## config.mk

```make
export PLATFORM = sky130hd
export DESIGN_NAME = expr_eval
export DESIGN_NICKNAME = d
export VERILOG_FILES = /design/src/rtl/expr_eval.sv
export SDC_FILE = /design/constraint.sdc
export NUM_CORES = 1
export LEC_CHECK = 0
export BUFFER_PORTS_ARGS = -buffer_cell sky130_fd_sc_hd__buf_2
export CAP_MARGIN = 10
export CORE_MARGIN = 2
export CORE_UTILIZATION = 45
export DETAILED_ROUTE_END_ITERATION = 8
export PLACE_DENSITY = 0.76
export SKIP_LAST_GASP = 1
export SYNTH_ARGS = -nofsm -noshare
export SYNTH_HDL_FRONTEND = slang
export SYNTH_SLANG_ARGS = --single-unit
```

## constraint.sdc

```tcl
create_clock -name clk -period 4.1 [get_ports clk]
set_input_delay 0.41 -clock clk [delete_from_list [all_inputs] [get_ports clk]]
set_output_delay 0.41 -clock clk [all_outputs]
set_load 0.05 [all_outputs]
```

## src/rtl/expr_eval.sv

```systemverilog
// Streaming checker/evaluator for D([+*]D)*'=' expressions, '*' over '+'.
// Optional '-' operator when EXPR_SUB_EN is defined.
module expr_eval #(
    parameter int WIDTH   = 32,
    parameter int MAX_LEN = 16
) (
    input  logic             clk,
    input  logic             reset,
    input  logic             in_valid,
    input  logic [7:0]       in_char,
    output logic             in_ready,
    output logic             out_valid,
    output logic             out_legal,
    output logic [WIDTH-1:0] out_value,
    output logic             busy
);

    localparam int LW = $clog2(MAX_LEN + 1);

    typedef enum logic [2:0] {
        IDLE,
        OPND,
        OPER,
        ERR,
        DONE
    } state_t;

    typedef enum logic [1:0] {
        OP_ADD,
        OP_MUL,
        OP_SUB
    } op_t;

    state_t state;
    op_t op;
    logic [WIDTH-1:0] sum;
    logic [WIDTH-1:0] term;
    logic [LW-1:0] len;

    logic accept;
    logic is_dig;
    logic is_eq;
    logic is_add;
    logic is_mul;
    logic is_sub;
    logic full;
    logic [WIDTH-1:0] dval;
    logic [WIDTH-1:0] prod;
    logic [WIDTH-1:0] neg;

    assign in_ready = (state != DONE);
    assign busy = (state == OPND) || (state == OPER) || (state == ERR);
    assign accept = in_valid && in_ready;

    assign is_dig = (in_char >= 8'h30) && (in_char <= 8'h39);
    assign is_eq = (in_char == 8'h3d);
    assign is_add = (in_char == 8'h2b);
    assign is_mul = (in_char == 8'h2a);
`ifdef EXPR_SUB_EN
    assign is_sub = (in_char == 8'h2d);
`else
    assign is_sub = 1'b0;
`endif

    // Low nibble of an ASCII digit is its value.
    assign dval = {{(WIDTH-4){1'b0}}, in_char[3:0]};
    assign prod = term * dval;
    assign neg = '0 - dval;
    assign full = (len == LW'(MAX_LEN));

    always_ff @(posedge clk) begin
        if (reset) begin
            state <= IDLE;
            op <= OP_ADD;
            sum <= '0;
            term <= '0;
            len <= '0;
            out_valid <= 1'b0;
            out_legal <= 1'b0;
            out_value <= '0;
        end else begin
            out_valid <= 1'b0;
            if (state == DONE) begin
                state <= IDLE;
                len <= '0;
            end else if (accept) begin
                if (is_eq) begin
                    state <= DONE;
                    out_valid <= 1'b1;
                    if (state == OPND) begin
                        out_legal <= 1'b1;
                        out_value <= sum + term;
                    end else begin
                        out_legal <= 1'b0;
                        out_value <= '0;
                    end
                end else if (full) begin
                    state <= ERR;
                end else begin
                    len <= len + LW'(1);
                    unique case (state)
                        IDLE: begin
                            if (is_dig) begin
                                state <= OPND;
                                term <= dval;
                                sum <= '0;
                            end else begin
                                state <= ERR;
                            end
                        end
                        OPND: begin
                            unique case (1'b1)
                                is_add: begin
                                    state <= OPER;
                                    sum <= sum + term;
                                    op <= OP_ADD;
                                end
                                is_sub: begin
                                    state <= OPER;
                                    sum <= sum + term;
                                    op <= OP_SUB;
                                end
                                is_mul: begin
                                    state <= OPER;
                                    op <= OP_MUL;
                                end
                                default: state <= ERR;
                            endcase
                        end
                        OPER: begin
                            if (is_dig) begin
                                state <= OPND;
                                unique case (op)
                                    OP_MUL: term <= prod;
                                    OP_SUB: term <= neg;
                                    default: term <= dval;
                                endcase
                            end else begin
                                state <= ERR;
                            end
                        end
                        default: state <= ERR;
                    endcase
                end
            end
        end
    end

endmodule
```

==> summary.md, run 1 <==
| Metric | Value |
|---|---|
| Most frequent cells in the layout | 124 x inv_1, 123 x nand2_1, 107 x dfxtp_1 |
| Starting Density | 45.8% |
| Sequential fraction of the synthesis area | 23.1% |
| Slew headroom | 35.7% |
| Synth unique cells | 65 |
| Mux share of post-synthesis cell area | less than 1% |
| Crit path launch type | flop |
| Total congestion overflow | 0 |
| Via count | 8265 |
| Largest net degree at the start of global routing | 41 |
| Simple-gate share of the synthesized area | 23.7% |
| Clock buffer depth | 2 |
| Worst Setup End Kind | flop |
| Top-area cell type share of the netlist area | 23.1% |
| Cell count after synthesis | 1163 |
| Syn Nets | 1297 |
| Post-Synth Adder-Cell Area | 21.3% |
| Largest family of logic cells by synthesized area | simple AND/OR/NAND/NOR gates |
| Final cycle utilization of the critical path | between 90% and 100% |
| Final setup fails | 0 |
| Row cnt | 52 |
| CP max stage cell | fa_1 |
| Crit Path Category | reg2reg |
| Layout area overhead | 11.3% |
| Final Hold Vio Count | 0 |
| Initial antenna violation count | 0 |
| Yosys reg bits | around 110 |
| HPWL after DPL | 18300 microns |
| First-pass GRT wire length | 39700 microns |
| Setup Skew | roughly 0.0084 ns |
| Fillers | 1874 |
| M1 WL | 10800 microns |
| Max rail drop VDD | about 0.21 mV |
| EDFF count, synth | 0 |
| Iteration-0 DRC Markers | 554 |
| I/O pins | 47 |
| Die Ht | 147 microns |
| Yosys top cell by area | dfxtp_1 |
| Die area | approximately 22000 sq um |
| Status | finished, final reports clean |
| CP dominant cell by count | o21ai_1 |
| CTS HTree Levels | 3 |
| Yosys warning count | 0 |
| Clock latency on the worst-skew pair | 0.36 ns |
| Nets | 1356 |
| Hold/Removal Path Class | in2reg |
| Port Buffers | 46 |
| Wire per inst | 15.8 microns |
| XOR/XNOR Fraction of Synth Area | under 10% |
| Worst EP arrival | around 4.2 ns |
| Least-Margin Pin Slew | 0.963 ns |
| Final Power | 0.00203 W |
| Remaining antenna violation count | 0 |
| Mapped cell area | 9260 sq um |
| CTS Root Cell | clkbuf_16 |
| Slew Viols, Final | 0 |
| Setup TNS | 0 ns |
| CTS tree | done |
| Syn Area/Cell | 7.96 sq um |
| Clock Sinks | 107 |
| Wire length on met3 | 1300 microns |
| Post-route DRC | 0 |
| Met2 wire length | ~11000 microns |
| Unrepaired setup endpoints after global routing | no |
| F_max | 257 MHz |
| Cells taking the most area after synthesis | dfxtp_1 23%, fa_1 13%, ha_1 8.8% |
| P_leak | 4.78 nW |
| Drt first pass iters | 5 |
| Die W | about 150 microns |
| GRT Overall Usage | between 20% and 30% |
| Crit path largest cell delay | 0.63 ns |
| Worst Path Max Fanout | 6 |
| Most common cell after layout, fill and taps aside | inv_1 |
| Hold_ws | 0.355 ns |
| GPL Wtd Cong | around 0.91 |
| Fin crit period | 3.89 ns |
| Core Region | just over 20000 sq um |
| Highest routed layer | met4 |
| Layout cells sized above 1 | 10.9% |
| DRT Wirelength | 23600 microns |
| Post-synth ARST share | 0% |
| Vias in the first global route | 8188 |
| Main flop type after synthesis | dfxtp_1 |
| Pwr dens | between 150 and 200 nW/um^2 |
| Synth Area in Compound Gates | 19.2% |
| CTS clk-pin slew, worst paths | 0.08 ns |
| Total of max-cap violations | 0 |
| CP Data Required Time | 4.36 ns |
| # diodes | 0 |
| Vias per cell | 5.52 |
| CP Cell Sequence | nand2_1 -> fa_1 -> fa_1 -> inv_1 -> ha_1 -> a211oi_1 -> o21ai_1 -> nand4_1 -> o21ai_1 -> a31oi_2 -> o21ai_1 -> buf_4 -> xor2_1 -> a22o_1 |
| Num CTS Buffers | 9 |
==> power breakdown <==
part / leakage (nW) / switching, W / total, W / internal, W
sequential: 0.862 / 0.00000639 / 0.00105 / 0.00104
clock: 0.135 / 0.000416 / 0.000861 / 0.000445
combinational: 3.78 / 0.0000850 / 0.000117 / 0.0000323
total: 4.78 / 0.000508 / 0.00203 / 0.00152
==> cell type report <==
class	instances	area (sq um)	share of cell area, %
clock buffer	12	256	2.49
clock inverter	4	25.0	0.243
inverter	124	465	4.52
multi-input combinational	887	6480	62.9
sequential	107	2140	20.8
tap	270	338	3.28
timing repair buffer	93	596	5.78
==> synthesized netlist by cell type, types with 13 or more instances <==
cell type	count
a21o_1	22
a21oi_1	102
a22o_1	18
a22oi_1	13
and2_1	92
clkbuf_1	36
dfxtp_1	107
fa_1	58
ha_1	65
inv_1	124
nand2_1	123
nand2b_1	15
nand3_1	29
nor2_1	88
nor3_1	21
o21a_1	15
o21ai_0	35
xnor2_1	33
xor2_1	23
==> flip-flops by register name, indices dropped and copies added (netlist names) <==
register / flops
state: 3
term: 32
sum: 32
out_legal: 1
out_valid: 1
len: 5
out_value: 32
op: 1
==> per-stage QoR <==
| step | std cells | util (%) | cell area (sq um) | setup WS [ns] |
|---|---|---|---|---|
| finish | 1497 | 50.9 | 10300 | 0.206 |
| CTS | 1497 | 50.9 | 10300 | 0.268 |
| floorplan | 1163 | - | 9260 | 0.157 |
| global route | 1497 | 50.9 | 10300 | 0.00772 |
| global placement | 1481 | 49.5 | 10000 | 0.0185 |
| detailed placement | 1481 | 49.5 | 10000 | -0.0907 |
==> critical path: cells and delay by family, from the launching register on <==
family / cells / cell delay, ns
compound gates: 6 / 1.29
xor+xnor: 1 / 0.14
fa+ha+maj: 3 / 1.40
buf+inv: 2 / 0.21
flops: 1 / 0.46
simple gates: 2 / 0.28
==> final timing paths <==
kind	start	to	slack, ns	depth (start not counted)
max	term[2]	term[27]	0.21	14
min	in_valid	state[2]	0.35	3
max reg2reg	term[2]	term[27]	0.21	14
min reg2reg	out_value[28]	out_value[28]	0.45	2
==> cell families after synthesis <==
| group | count (synthesis) |
|---|---|
| AND/OR/NAND/NOR | 434 |
| flip-flops | 107 |
| adder cells (fa/ha/maj) | 123 |
| AO/OA/AOI/OAI | 270 |
| multiplexers | 4 |
| buffers and inverters | 169 |
| XOR/XNOR | 56 |
==> per-layer routing <==
metal	vias up	global-route usage (%)
met5	-	0
met4	0	8.08
met3	28	2.38
met2	227	36.6
met1	3964	30.5
li1	4046	-
==> what timing repair did <==
action                     4_1_cts  5_1_grt
setup buffers                    0        0
setup endpoints to repair        0        1
resized for setup                0        1
hold buffers                     0        0
No activity file was read; power rests on OpenSTA's default activity.
==> run 2: changes to the inputs <==
--- a/config.mk
+++ b/config.mk
@@ -10,7 +10,7 @@
 export CORE_MARGIN = 2
 export CORE_UTILIZATION = 45
 export DETAILED_ROUTE_END_ITERATION = 8
-export PLACE_DENSITY = 0.76
+export PLACE_DENSITY = 0.74
 export SKIP_LAST_GASP = 1
 export SYNTH_ARGS = -nofsm -noshare
 export SYNTH_HDL_FRONTEND = slang
==> constraint.sdc (replaced) <==
create_clock -name clk -period 3.9 [get_ports clk]
set_input_delay 0.39 -clock clk [delete_from_list [all_inputs] [get_ports clk]]
set_output_delay 0.39 -clock clk [all_outputs]
set_load 0.05 [all_outputs]
==> summary.md, run 2 (synthesized netlist as in run 1, its figures left out) <==
| Metric | Value |
|---|---|
| Status | finished, final reports clean |
| Part of the power in the clock network | 45.1% (+2.6 points) |
| First-pass GRT wire length | 39800 microns (+0.24%) |
| Via count | 8313 (+0.58%) |
| Fin crit period | 3.77 ns (-0.129 ns) |
| Most common cell after layout, fill and taps aside | inv_1 |
| Final Power | 0.00223 W (+10%) |
| Post-CTS Hold Buffers | 0 (unchanged) |
| CTS tree | done |
| GPL Wtd Cong | 0.888 (-2.0%) |
| Slew Viols, Final | 0 (unchanged) |
| Hold_ws | 0.330 ns (-0.0250 ns) |
| Port Buffers | 46 (unchanged) |
| DRT Wirelength | 23500 microns (-0.31%) |
| Clock latency on the worst-skew pair | 0.36 ns (about the same) |
| Post-route DRC | 0 (unchanged) |
| Layout area overhead | 15.4% |
| CTS Root Cell | clkbuf_16 |
| Switching part of the total | 23.6% (-1.4 points) |
| Remaining antenna violation count | 0 (unchanged) |
| # diodes | 0 (unchanged) |
| Largest net degree at the start of global routing | 43 (+4.9%) |
| Starting Density | 45.8% (unchanged) |
| CTS clk-pin slew, worst paths | 0.07 ns (about the same) |
| CP max stage cell | fa_1 |
| Seq pwr share | 49.3% (-2.5 points) |
| Layout cells sized above 1 | 14.7% (+3.8 points) |
| Drt first pass iters | 5 (unchanged) |
| Die area | 21700 sq um (unchanged) |
| Vias per cell | 5.43 (-1.7%) |
| Worst Path Max Fanout | 5 (-1) |
| Final cycle utilization of the critical path | 96.5% (+1.6 points) |
| Max rail drop VDD | 0.172 mV (-16%) |
| CTS HTree Levels | 3 (unchanged) |
| Iteration-0 DRC Markers | 496 (-10%) |
| Initial antenna violation count | 0 (unchanged) |
| Biggest regs | out_value x32, sum x32, term x32 |
| Power share of the combinational group | 5.6% (-0.2 points) |
| Int Pwr | 0.00171 W (+12%) |
| F_max | 266 MHz (+3.4%) |
| Core Region | 20200 sq um (unchanged) |
| Die W | 147 microns (unchanged) |
| Post-CTS setup buffer count | 0 (unchanged) |
| Clock Sinks | 107 (unchanged) |
| I/O pins | 47 (unchanged) |
| CP Data Required Time | 4.16 ns (-0.20 ns) |
| Total of max-cap violations | 0 (unchanged) |
| Wire per inst | 15.4 microns (-2.6%) |
| Final core occ | 52.8% (+1.9 points) |
| Die Ht | 147 microns (unchanged) |
| Pwr dens | 209 nW/um^2 (+6.3%) |
| P_leak | 5.00 nW (+4.7%) |
| Most frequent cells in the layout | 124 x inv_1, 123 x nand2_1, 102 x dfxtp_1 |
| Clock buffer depth | 2 (unchanged) |
| Num CTS Buffers | 9 (unchanged) |
| GRT Overall Usage | 22.3% (about the same) |
| Final Hold Vio Count | 0 (unchanged) |
| Nets | 1393 (+2.7%) |
| Worst Setup End Kind | flop |
| Unrepaired setup endpoints after global routing | yes |
| CP Cell Sequence | and2_1 -> fa_1 -> inv_1 -> fa_1 -> inv_1 -> ha_1 -> nor2b_1 -> o21a_1 -> o21ai_1 -> a21oi_2 -> o21ai_0 -> o21ai_0 -> a31oi_1 -> xnor2_1 -> a22o_1 |
| Crit path launch type | flop |
| Vias in the first global route | 8256 (+0.83%) |
| Least-Margin Pin Slew | 0.958 ns (-0.00495 ns) |
| HPWL after DPL | 18300 microns (-0.31%) |
| Sw Pwr | 0.000528 W (+3.9%) |
| Worst EP arrival | 4.02 ns (-0.13 ns) |
| Slew headroom | 36.0% (+0.33 points) |
| Final setup fails | 0 (unchanged) |
| Setup Skew | 0.00565 ns (-0.00274 ns) |
| Crit path largest cell delay | 0.53 ns (-0.10 ns) |
| Crit Path Category | reg2reg |
| Hold/Removal Path Class | in2reg |
| Row cnt | 52 (unchanged) |
| Total congestion overflow | 0 (unchanged) |
-- run 2: cell types whose count changed in the layout (fill, tap and decap cells not counted), moves of 2 or more --
cell	previous run	this run
a21oi_1	101	96
a21oi_2	2	7
buf_4	46	83
bufinv_16	0	2
clkinvlp_4	2	0
dfxtp_1	107	102
dfxtp_2	0	4
o21ai_1	5	3
o21ai_2	0	2
-- run 2: layout make-up --
| cell class | instances | area [sq um] |
|---|---|---|
| clock buffer | 10 | 239 |
| clock inverter | 4 | 73.8 |
| fill | 1907 | 9550 |
| inverter | 124 | 465 |
| multi-input combinational | 887 | 6550 |
| sequential | 107 | 2150 |
| tap | 270 | 338 |
| timing repair buffer | 130 | 873 |
-- run 2: per-layer routing --
layer | share of wire [%] | wire length (microns) | global-route usage, % | up-vias
li1 | - | - | - | 4123
met1 | 47 | 11200 | 30.5 | 3978
met2 | 46 | 10800 | 36.6 | 180
met3 | 4.6 | 1080 | 2.78 | 32
met4 | 2.1 | 498 | 7.31 | 0
met5 | 0 | 0 | 0 | -
-- run 2: worst max-delay path: cells and delay by family (launching register included) --
family          cells  cell delay [ns]
buf+inv             2             0.10
fa+ha+maj           3             1.33
simple gates        2             0.33
flops               1             0.37
xor+xnor            1             0.09
compound gates      7             1.40
-- run 2: worst paths after layout --
| check | start | end | slack, ns | cells past startpoint |
|---|---|---|---|---|
| setup / recovery | term[3] | term[24] | 0.13 | 15 |
| hold / removal | in_valid | state[2] | 0.33 | 3 |
| setup reg to reg | term[3] | term[24] | 0.13 | 15 |
| hold reg to reg | out_value[1] | out_value[1] | 0.45 | 2 |
-- run 2: timing repair --
item | 4_1_cts | 5_1_grt
resized for setup | 0 | 19
setup endpoints to repair | 0 | 13
hold endpoints to repair | 0 | 0
-- run 2: power by group through the flow --
stage	logic [W]	clock network [W]	registers, W
floorplan	0.0000768	0	0.00113
global placement	0.000123	0	0.00113
detailed placement	0.000125	0	0.00113
CTS	0.000125	0.00102	0.00110
global route	0.000137	0.00107	0.00110
finish	0.000125	0.00101	0.00110
-- run 2: per-stage QoR --
step	instances	setup WS (ns)	TNS [ns]	cell area, sq um
after floorplan	1163	0.00496	0	9260
after detailed placement	1518	-0.250	-2.22	10300
final	1532	0.135	0	10700
after CTS	1532	0.0459	0	10600
after global placement	1518	-0.161	-1.33	10300
after global routing	1532	-0.0511	-0.101	10700
==> run 3: changes to the inputs <==
--- a/config.mk
+++ b/config.mk
@@ -5,12 +5,12 @@
 export SDC_FILE = /design/constraint.sdc
 export NUM_CORES = 1
 export LEC_CHECK = 0
-export BUFFER_PORTS_ARGS = -buffer_cell sky130_fd_sc_hd__buf_2
 export CAP_MARGIN = 10
 export CORE_MARGIN = 2
 export CORE_UTILIZATION = 45
 export DETAILED_ROUTE_END_ITERATION = 8
-export PLACE_DENSITY = 0.74
+export DONT_BUFFER_PORTS = 1
+export PLACE_DENSITY = 0.72
 export SKIP_LAST_GASP = 1
 export SYNTH_ARGS = -nofsm -noshare
 export SYNTH_HDL_FRONTEND = slang
==> summary.md, run 3 (synthesized netlist as in run 1, its figures left out) <==
| Metric | Value |
|---|---|
| Part of the power in the clock network | 44.8% (-0.3 points) |
| Biggest regs | out_value x32, sum x32, term x32 |
| GRT Overall Usage | 21.7% (-0.58 points) |
| Reg2reg end | term[29] |
| Vias in the first global route | 7903 (-4.3%) |
| Via count | 7978 (-4.0%) |
| Core Region | 20200 sq um (unchanged) |
| Slew headroom | 33.3% (-2.7 points) |
| Least-Margin Pin Slew | 0.998 ns (+0.0409 ns) |
| Slew Viols, Final | 0 (unchanged) |
| Power share of the combinational group | 3.1% (-2.5 points) |
| DRT Wirelength | 22800 microns (-3.1%) |
| Hold_ws | 0.0983 ns (-0.232 ns) |
| P_leak | 4.51 nW (-9.9%) |
| Die Ht | 147 microns (unchanged) |
| Wire per inst | 15.8 microns (+3.1%) |
| Int Pwr | 0.00163 W (-4.4%) |
| CTS Root Cell | clkbuf_16 |
| Vias per cell | 5.54 (+2.1%) |
| Largest net degree at the start of global routing | 95 (+120%) |
| F_max | 268 MHz (+1.1%) |
| CP Data Required Time | 4.15 ns (about the same) |
| Setup Skew | 0.00721 ns (+0.00157 ns) |
| Clock latency on the worst-skew pair | 0.36 ns (about the same) |
| Row cnt | 52 (unchanged) |
| R2r worst-path depth | 15 (unchanged) |
| Max rail drop VDD | 0.217 mV (+26%) |
| GPL Wtd Cong | 0.885 (-0.36%) |
| Fin crit period | 3.73 ns (-0.0398 ns) |
| Drt first pass iters | 5 (unchanged) |
| Worst Setup End Kind | flop |
| Clock buffer depth | 2 (unchanged) |
| Iteration-0 DRC Markers | 479 (-3.4%) |
| CP Cell Sequence | and2_1 -> fa_1 -> inv_1 -> fa_1 -> inv_1 -> ha_1 -> o21ai_1 -> a21oi_1 -> o41ai_2 -> o21ai_2 -> a31oi_4 -> o21ai_1 -> a31oi_1 -> xnor2_1 -> a22o_1 |
| Worst Hold End | out_value[3] |
| Sw Pwr | 0.000484 W (-8.2%) |
| CTS HTree Levels | 3 (unchanged) |
| HPWL after DPL | 17100 microns (-6.5%) |
| Crit path largest cell delay | 0.54 ns (about the same) |
| Post-route DRC | 0 (unchanged) |
| Total of max-cap violations | 0 (unchanged) |
| Remaining antenna violation count | 0 (unchanged) |
| Num CTS Buffers | 9 (unchanged) |
| Switching part of the total | 22.9% (-0.72 points) |
| Layout cells sized above 1 | 8.12% (-6.6 points) |
| Layout area overhead | 8.94% |
| Final setup fails | 0 (unchanged) |
| Worst EP arrival | 3.98 ns (-0.04 ns) |
| CP max stage cell | fa_1 |
| Pwr dens | 210 nW/um^2 (+0.28%) |
| CTS tree | done |
| Crit Path Category | reg2reg |
| Area of placed instances | 9670 sq um (-6.1%) |
| Clock Sinks | 107 (unchanged) |
| CTS clk-pin slew, worst paths | 0.07 ns (about the same) |
| Final cycle utilization of the critical path | 95.5% (-1.0 points) |
| Reg2reg start | term[6] |
| Starting Density | 45.8% (unchanged) |
| Crit path launch type | flop |
| First-pass GRT wire length | 38800 microns (-2.6%) |
| Post-CTS Hold Buffers | 0 (unchanged) |
| Hold/Removal Path Class | in2reg |
| Port Buffers | 0 (-100%) |
| Fillers | 1928 (+1.1%) |
| Die W | 147 microns (unchanged) |
| Most common cell after layout, fill and taps aside | inv_1 |
| Seq pwr share | 52.1% (+2.8 points) |
| Status | finished, final reports clean |
| Most frequent cells in the layout | 124 x inv_1, 123 x nand2_1, 101 x dfxtp_1 |
| Post-Layout Cell Count | 1440 (-6.0%) |
| Placed Cells | 1421 (-6.4%) |
| Die area | 21700 sq um (unchanged) |
| I/O pins | 47 (unchanged) |
| # diodes | 0 (unchanged) |
| HP Start | reset |
| Hold Path Depth | 1 (-2) |
| Reg2Reg Setup Slack | 0.17 ns (+0.04 ns) |
| Crit path launch | term[6] |
| Final Hold Vio Count | 0 (unchanged) |
| Final core occ | 49.9% (-2.9 points) |
| Worst Path Max Fanout | 5 (unchanged) |
| Nets | 1300 (-6.7%) |
| Post-layout instance area | 10100 sq um (-5.6%) |
| Initial antenna violation count | 0 (unchanged) |
| Total congestion overflow | 0 (unchanged) |
-- run 3: changes by cell type in the layout (fill, tap and decap cells not counted), sizes merged --
cell	previous run	this run
buf	130	37
bufinv	2	1
clkbuf	10	12
-- run 3: metal layers --
layer / share of wire, % / global-route usage [%] / vias to the layer above
met1: 47 / 29.6 / 3841
li1: - / - / 3925
met2: 47 / 35.9 / 180
met3: 4.4 / 2.59 / 32
met5: 0 / 0 / -
met4: 2.4 / 7.21 / 0
-- run 3: worst max-delay path: cells and delay by family (launching register included) --
kind	cells	cell delay [ns]
AND/OR/NAND/NOR	1	0.17
AO/OA/AOI/OAI	8	1.53
buffers and inverters	2	0.10
adder cells (fa/ha/maj)	3	1.37
flip-flops	1	0.36
XOR/XNOR	1	0.08
-- run 3: how the worst max path moves through the flow --
stage | slack (ns) | endpoint
2_1_floorplan | 0.005 | term[28]
3_3_place_gp | 0.08 | term[24]
3_5_place_dp | -0.02 | term[24]
4_1_cts | 0.01 | term[24]
5_1_grt | -0.03 | term[30]
6_report | 0.17 | term[29]
-- run 3: area by class of cell --
class	count	area (sq um)	area share, %
multi-input cells	887	6570	65.1
flip-flops and latches	107	2150	21.3
inverters	124	465	4.61
well taps	270	338	3.35
repair buffers	37	278	2.75
clock buffers	12	246	2.44
clock inverters	3	47.5	0.471
-- run 3: timing repair --
action | CTS | global route
resized for setup | 0 | 24
setup endpoints to repair | 0 | 15
setup buffers | 0 | 4
-- run 3: power by group through the flow --
stage	combinational [W]	sequential, W	clock, W
after floorplan	0.0000768	0.00113	0
after global placement	0.0000646	0.00113	0
after detailed placement	0.0000657	0.00113	0
after CTS	0.0000660	0.00110	0.000958
after global routing	0.0000721	0.00110	0.00100
final	0.0000658	0.00110	0.000947
-- run 3: through the flow --
step	setup WS, ns	total power (W)	TNS (ns)
after CTS	0.0111	0.00213	0
after global routing	-0.0327	0.00218	-0.0422
final	0.175	0.00212	0
after global placement	0.0770	0.00119	0
after floorplan	0.00496	0.00120	0
after detailed placement	-0.0212	0.00119	-0.0212
